`src/rtl/imem_arb_pkg.sv`:
```
// Shared encodings and constants for the instruction-memory arbiter.
package imem_arb_pkg;

  typedef enum logic [1:0] {
    ST_IDLE  = 2'd0,
    ST_F_ACT = 2'd1,
    ST_L_ACT = 2'd2
  } arb_state_e;

  localparam logic OWN_FETCH  = 1'b0;
  localparam logic OWN_LOADER = 1'b1;

  localparam logic [31:0] NOP_WORD_DFLT   = 32'h0000_0013;
  localparam logic [31:0] LOADER_ERR_WORD = 32'hFFFF_FFFF;

endpackage

```
`src/rtl/imem_arbiter_rr_pick2.sv`:
```
// Two-way round-robin picker: on a tie the requester that did not win last time is chosen.
module rr_pick2
  import imem_arb_pkg::*;
(
  input  logic [1:0] req_i,
  input  logic       last_i,
  output logic       grant_valid_o,
  output logic       grant_id_o
);

  // Tie goes to the non-last owner; otherwise whoever is asking.
  always_comb begin
    grant_valid_o = |req_i;
    if (req_i == 2'b11) begin
      grant_id_o = ~last_i;
    end else if (req_i[OWN_LOADER]) begin
      grant_id_o = OWN_LOADER;
    end else begin
      grant_id_o = OWN_FETCH;
    end
  end

endmodule

```
`src/rtl/imem_arbiter.sv`:
```
// Shares a single-port instruction memory between the fetch stage and a loader/debug port,
// with a busy-wait handshake, round-robin fairness and timeout abort.
module imem_arbiter
  import imem_arb_pkg::*;
#(
  parameter int          ADDR_W   = 10,
  parameter int          TIMEOUT  = 16,
  parameter logic [31:0] NOP_WORD = NOP_WORD_DFLT
) (
  input  logic              CLK,
  input  logic              RESET,
  input  logic              F_READ,
  input  logic [31:0]       F_ADDRESS,
  output logic [31:0]       F_READDATA,
  output logic              F_BUSYWAIT,
  input  logic              L_READ,
  input  logic              L_WRITE,
  input  logic [31:0]       L_ADDRESS,
  input  logic [31:0]       L_WRITEDATA,
  output logic [31:0]       L_READDATA,
  output logic              L_BUSYWAIT,
  output logic              MEM_READ,
  output logic              MEM_WRITE,
  output logic [ADDR_W-1:0] MEM_ADDRESS,
  output logic [31:0]       MEM_WRITEDATA,
  input  logic [31:0]       MEM_READDATA,
  input  logic              MEM_BUSYWAIT,
  output logic              TIMEOUT_ERR
);

  localparam int                CNT_W    = $clog2(TIMEOUT);
  localparam logic [CNT_W-1:0] CNT_LAST = CNT_W'(TIMEOUT - 1);

  arb_state_e        state_q, state_d;
  logic              last_grant_q, last_grant_d;
  logic [CNT_W-1:0]  wait_cnt_q, wait_cnt_d;
  logic              f_done_q, f_done_d;
  logic              l_done_q, l_done_d;
  logic              mem_read_q, mem_read_d;
  logic              mem_write_q, mem_write_d;
  logic [ADDR_W-1:0] mem_addr_q, mem_addr_d;
  logic [31:0]       mem_wdata_q, mem_wdata_d;
  logic [31:0]       f_rdata_q, f_rdata_d;
  logic [31:0]       l_rdata_q, l_rdata_d;
  logic              timeout_err_q, timeout_err_d;

  logic              f_req_s, l_req_s;
  logic              pick_valid_s, pick_id_s;
  logic              unused_addr_s;

  assign f_req_s = F_READ;
  assign l_req_s = L_READ | L_WRITE;

  assign unused_addr_s = ^{F_ADDRESS[31:ADDR_W], F_ADDRESS[1:0],
                           L_ADDRESS[31:ADDR_W], L_ADDRESS[1:0]};

  // A requester in its done cycle is masked so a held request starts a fresh transaction.
  rr_pick2 u_pick (
    .req_i         ({l_req_s & ~l_done_q, f_req_s & ~f_done_q}),
    .last_i        (last_grant_q),
    .grant_valid_o (pick_valid_s),
    .grant_id_o    (pick_id_s)
  );

  always_comb begin
    state_d       = state_q;
    last_grant_d  = last_grant_q;
    wait_cnt_d    = wait_cnt_q;
    f_done_d      = 1'b0;
    l_done_d      = 1'b0;
    mem_read_d    = mem_read_q;
    mem_write_d   = mem_write_q;
    mem_addr_d    = mem_addr_q;
    mem_wdata_d   = mem_wdata_q;
    f_rdata_d     = f_rdata_q;
    l_rdata_d     = l_rdata_q;
    timeout_err_d = timeout_err_q;

    case (state_q)
      ST_IDLE: begin
        if (pick_valid_s) begin
          last_grant_d = pick_id_s;
          wait_cnt_d   = '0;
          if (pick_id_s == OWN_FETCH) begin
            state_d     = ST_F_ACT;
            mem_read_d  = 1'b1;
            mem_write_d = 1'b0;
            mem_addr_d  = {F_ADDRESS[ADDR_W-1:2], 2'b00};
          end else begin
            state_d     = ST_L_ACT;
            mem_read_d  = ~L_WRITE;
            mem_write_d = L_WRITE;
            mem_addr_d  = {L_ADDRESS[ADDR_W-1:2], 2'b00};
            mem_wdata_d = L_WRITEDATA;
          end
        end else begin
          state_d = ST_IDLE;
        end
      end

      ST_F_ACT, ST_L_ACT: begin
        wait_cnt_d = wait_cnt_q + CNT_W'(1);
        if (!MEM_BUSYWAIT && (wait_cnt_q != '0)) begin
          state_d     = ST_IDLE;
          mem_read_d  = 1'b0;
          mem_write_d = 1'b0;
          if (state_q == ST_F_ACT) begin
            f_rdata_d = MEM_READDATA;
            f_done_d  = 1'b1;
          end else begin
            if (mem_read_q) begin
              l_rdata_d = MEM_READDATA;
            end else begin
              l_rdata_d = l_rdata_q;
            end
            l_done_d = 1'b1;
          end
        end else if (MEM_BUSYWAIT && (wait_cnt_q == CNT_LAST)) begin
          // Hung access: abort and hand back a harmless word.
          state_d       = ST_IDLE;
          mem_read_d    = 1'b0;
          mem_write_d   = 1'b0;
          timeout_err_d = 1'b1;
          if (state_q == ST_F_ACT) begin
            f_rdata_d = NOP_WORD;
            f_done_d  = 1'b1;
          end else begin
            if (mem_read_q) begin
              l_rdata_d = LOADER_ERR_WORD;
            end else begin
              l_rdata_d = l_rdata_q;
            end
            l_done_d = 1'b1;
          end
        end else begin
          state_d = state_q;
        end
      end

      default: begin
        state_d     = ST_IDLE;
        mem_read_d  = 1'b0;
        mem_write_d = 1'b0;
      end
    endcase
  end

  // State and registered outputs; reset drops the strobes immediately.
  always_ff @(posedge CLK or posedge RESET) begin
    if (RESET) begin
      state_q       <= ST_IDLE;
      last_grant_q  <= OWN_LOADER;
      wait_cnt_q    <= '0;
      f_done_q      <= 1'b0;
      l_done_q      <= 1'b0;
      mem_read_q    <= 1'b0;
      mem_write_q   <= 1'b0;
      mem_addr_q    <= '0;
      mem_wdata_q   <= 32'h0000_0000;
      f_rdata_q     <= 32'h0000_0000;
      l_rdata_q     <= 32'h0000_0000;
      timeout_err_q <= 1'b0;
    end else begin
      state_q       <= state_d;
      last_grant_q  <= last_grant_d;
      wait_cnt_q    <= wait_cnt_d;
      f_done_q      <= f_done_d;
      l_done_q      <= l_done_d;
      mem_read_q    <= mem_read_d;
      mem_write_q   <= mem_write_d;
      mem_addr_q    <= mem_addr_d;
      mem_wdata_q   <= mem_wdata_d;
      f_rdata_q     <= f_rdata_d;
      l_rdata_q     <= l_rdata_d;
      timeout_err_q <= timeout_err_d;
    end
  end

  assign F_BUSYWAIT    = f_req_s & ~f_done_q;
  assign L_BUSYWAIT    = l_req_s & ~l_done_q;
  assign F_READDATA    = f_rdata_q;
  assign L_READDATA    = l_rdata_q;
  assign MEM_READ      = mem_read_q;
  assign MEM_WRITE     = mem_write_q;
  assign MEM_ADDRESS   = mem_addr_q;
  assign MEM_WRITEDATA = mem_wdata_q;
  assign TIMEOUT_ERR   = timeout_err_q;

endmodule

```
`config.mk`:
```
export PLATFORM = sky130hd
export DESIGN_NAME = imem_arbiter
export DESIGN_NICKNAME = d
export VERILOG_FILES = /design/src/rtl/imem_arb_pkg.sv /design/src/rtl/imem_arbiter_rr_pick2.sv /design/src/rtl/imem_arbiter.sv
export SDC_FILE = /design/constraint.sdc
export NUM_CORES = 1
export LEC_CHECK = 0
export CORE_MARGIN = 4
export CORE_UTILIZATION = 40
export DETAILED_ROUTE_END_ITERATION = 6
export GPL_TIMING_DRIVEN = 0
export HOLD_SLACK_MARGIN = 0.02
export PLACE_DENSITY = 0.86
export SETUP_SLACK_MARGIN = 0.3
export SLEW_MARGIN = 20
export SYNTH_ARGS = -nofsm -noshare
export SYNTH_HDL_FRONTEND = slang
export SYNTH_HIERARCHICAL = 1
export SYNTH_SLANG_ARGS = --single-unit
```
`constraint.sdc`:
```
create_clock -name CLK -period 5.4 [get_ports CLK]
set_clock_uncertainty 0.15 [all_clocks]
set_input_delay 1.08 -clock CLK [delete_from_list [all_inputs] [get_ports CLK]]
set_output_delay 1.08 -clock CLK [all_outputs]
set_load 0.02 [all_outputs]
```
==> qor.txt <==
status: completed
Worst Slack Setup Final: 1.72 ns
Nets: 737
H-Tree Level Count: 4
sum of negative setup slack: 0 ns
clock slew at reported path FFs: 0.05 ns
Tcrit/Tclk final: 0.682
Hold Path Origin: MEM_ADDRESS[2]$_DFFE_PP0P_
RSZ-0062 raised after global routing: false
share of cells above drive strength 1: 0.137
GR Util met3: 0.0533
Max VDD drop: 0.000214 V
Relative slew margins: 0.542
DRC violations left: 0
Req. time, crit path: 4.17 ns
via/cell ratio: 4.85
# hold bufs at CTS: 0
CTS Buffer Depth: 2
CTS tree: built
initial antenna violation count: 0
Placer Congestion: 0.750
Post-synth EDFFs: 0
R2R setup slack: 3.30 ns
detailed placement HPWL: 9.56 mm
GR Util met1: 0.224
clk sinks: 116
Avg Cell Area, Syn: 12.5 um2
Post-Synthesis Cells: 384
sequential share of the synthesized area: 0.605
met2 usage: 0.327
core area: 11,600 um2
worst-path maximum fanout: 3
Max-cap violations: 0
RR Endpoint: F_READDATA[12]$_DFFE_PP0P_
CP endpoint kind: output port
die area: 13,800 um2
DR pass1 iterations: 4
final antenna diode count: 0
first-pass GRT wire length: 21.0 mm
RR Startpoint: wait_cnt_q[0]$_DFFE_PP0P_
crit path launch type: primary input
actual slew at the worst max-slew pin: 0.686 ns
cell depth of the worst hold path: 2
CP arrival: 2.45 ns
Pins Over Slew Limit: 0
Yosys Warn Count: 6
post-synth design cell area: 4800 um2
commonest non-fill, non-tap cell in the layout: clkdlybuf4s50_1
GRT overflow: 0
largest net degree at the start of global routing: 62
Area Growth Syn to Fin: 57.0%
Finished Cell Area: 7540 um2
vias in the first global route: 4,048
Setup WS pre-CTS: 1.72 ns
P_leak: 3.36 nW
Hold EP: MEM_ADDRESS[2]$_DFFE_PP0P_
Reg2Reg Depth: 9
f_max: 272 MHz
Hold Crit Class: reg -> reg
Placement Rows: 39
Top Ports: 245
worst skew pair latency: 0.40 ns
# setup viols final: 0
total CTS buffers: 17
initial DRC count: 196
ys flop type: dfrtp_1
Seq cells post-synth: 116
IO buf count: 194
DP Area: 6960 um2
initial core utilization: 0.415
Routed WL: 12.5 mm
Pwr Density: 608 nW/um2
Die Ht: 118 um
Routed Antenna Nets: 0
Crit Path Class: in -> out
asr flop ratio synth: 1.00
post-CTS sizing: 0
Die Span X: 118 um
Final Hold Viols: 0
postcts setup bufs: 0
Yosys cell types: 34
final period demand of the worst path: 3.68 ns
WL/cell: 16.6 um
Root Driver: clkbuf_16
Vias: 3,656
most frequent cells in the layout: clkdlybuf4s50_1, dfrtp_1, mux2i_1, inv_1, nor2_1
layer with the highest usage: met2
gr usage total: 0.189
-- cell type report --
cell class,count,area [um2]
Buffer,23,174
Clock buffer,20,447
Clock inverter,11,135
Fill cell,911,4020
Inverter,41,159
Multi-Input combinational cell,205,1580
Sequential cell,116,2900
Tap cell,143,179
Timing Repair Buffer,195,1970
-- synth_stat cells, types with 2 or more instances --
master | n | share of area
dfrtp_1 | 115 | 0.60
inv_1 | 41 | 0.032
mux2i_1 | 40 | 0.083
nor2_1 | 38 | 0.030
a22o_1 | 32 | 0.058
mux2_2 | 32 | 0.075
o21ai_0 | 16 | 0.017
nand2_1 | 14 | 0.011
buf_2 | 7 | 0.0073
clkbuf_1 | 7 | 0.0055
buf_4 | 4 | 0.0063
ha_1 | 4 | 0.010
buf_12 | 3 | 0.013
nand3_1 | 3 | 0.0031
o22a_1 | 3 | 0.0055
a21o_1 | 2 | 0.0031
a32o_1 | 2 | 0.0042
and3_1 | 2 | 0.0026
buf_6 | 2 | 0.0047
nand2b_1 | 2 | 0.0026
nor2b_1 | 2 | 0.0026
-- cell families after synthesis --
group                    count (synthesis)  synth area share
flip-flops                             116             0.605
multiplexers                            72             0.158
AND/OR/NAND/NOR                         66            0.0591
buffers and inverters                   64            0.0682
AO/OA/AOI/OAI                           61            0.0985
adder cells (fa/ha/maj)                  4            0.0104
other                                    1          0.000781
-- power breakdown --
group / internal (mW) / total, mW / switching [mW] / leakage [nW]
clock: 0.729 / 1.10 / 0.374 / 0.285
combinational: 1.04 / 2.05 / 1.02 / 1.75
sequential: 1.23 / 1.43 / 0.194 / 1.33
total: 3.00 / 4.59 / 1.59 / 3.36
-- worst max-delay path by stage --
| stage | cells after the start | endpoint | from |
|---|---|---|---|
| 2_1_floorplan | 1 | F_READDATA[0]$_DFFE_PP0P_ | RESET |
| 3_3_place_gp | 2 | F_READDATA[15]$_DFFE_PP0P_ | RESET |
| 3_5_place_dp | 4 | L_BUSYWAIT | L_WRITE |
| 4_1_cts | 4 | L_BUSYWAIT | L_WRITE |
| 5_1_grt | 4 | L_BUSYWAIT | L_WRITE |
| 6_report | 4 | L_BUSYWAIT | L_WRITE |
-- per-stage QoR --
step	hold WS (ns)	util	instances	power, mW
2_1_floorplan	0.329	-	385	2.55
3_3_place_gp	0.310	0.599	722	3.44
4_1_cts	0.332	0.652	754	4.64
5_1_grt	0.353	0.652	754	4.85
6_report	0.323	0.652	754	4.59
3_5_place_dp	0.320	0.602	723	3.52
-- flip-flops by register name, indices dropped and copies added, names as in the netlist, 2 cells and up --
name           cells
F_READDATA        32
L_READDATA        32
MEM_WRITEDATA     32
MEM_ADDRESS        8
wait_cnt_q         4
state_q            2
-- critical path: stages --
cell and delay, ns:
clkdlybuf4s50_1 0.50, nor2_1 0.07, nor2_1 0.15, clkdlybuf4s50_1 0.66
-- layer usage --
layer | up-vias | share of wire
met2 | 115 | 0.52
met4 | 0 | 0.017
met3 | 19 | 0.052
met5 | - | 0
li1 | 1723 | -
met1 | 1799 | 0.41
No activity file was read; power rests on OpenSTA's default activity.
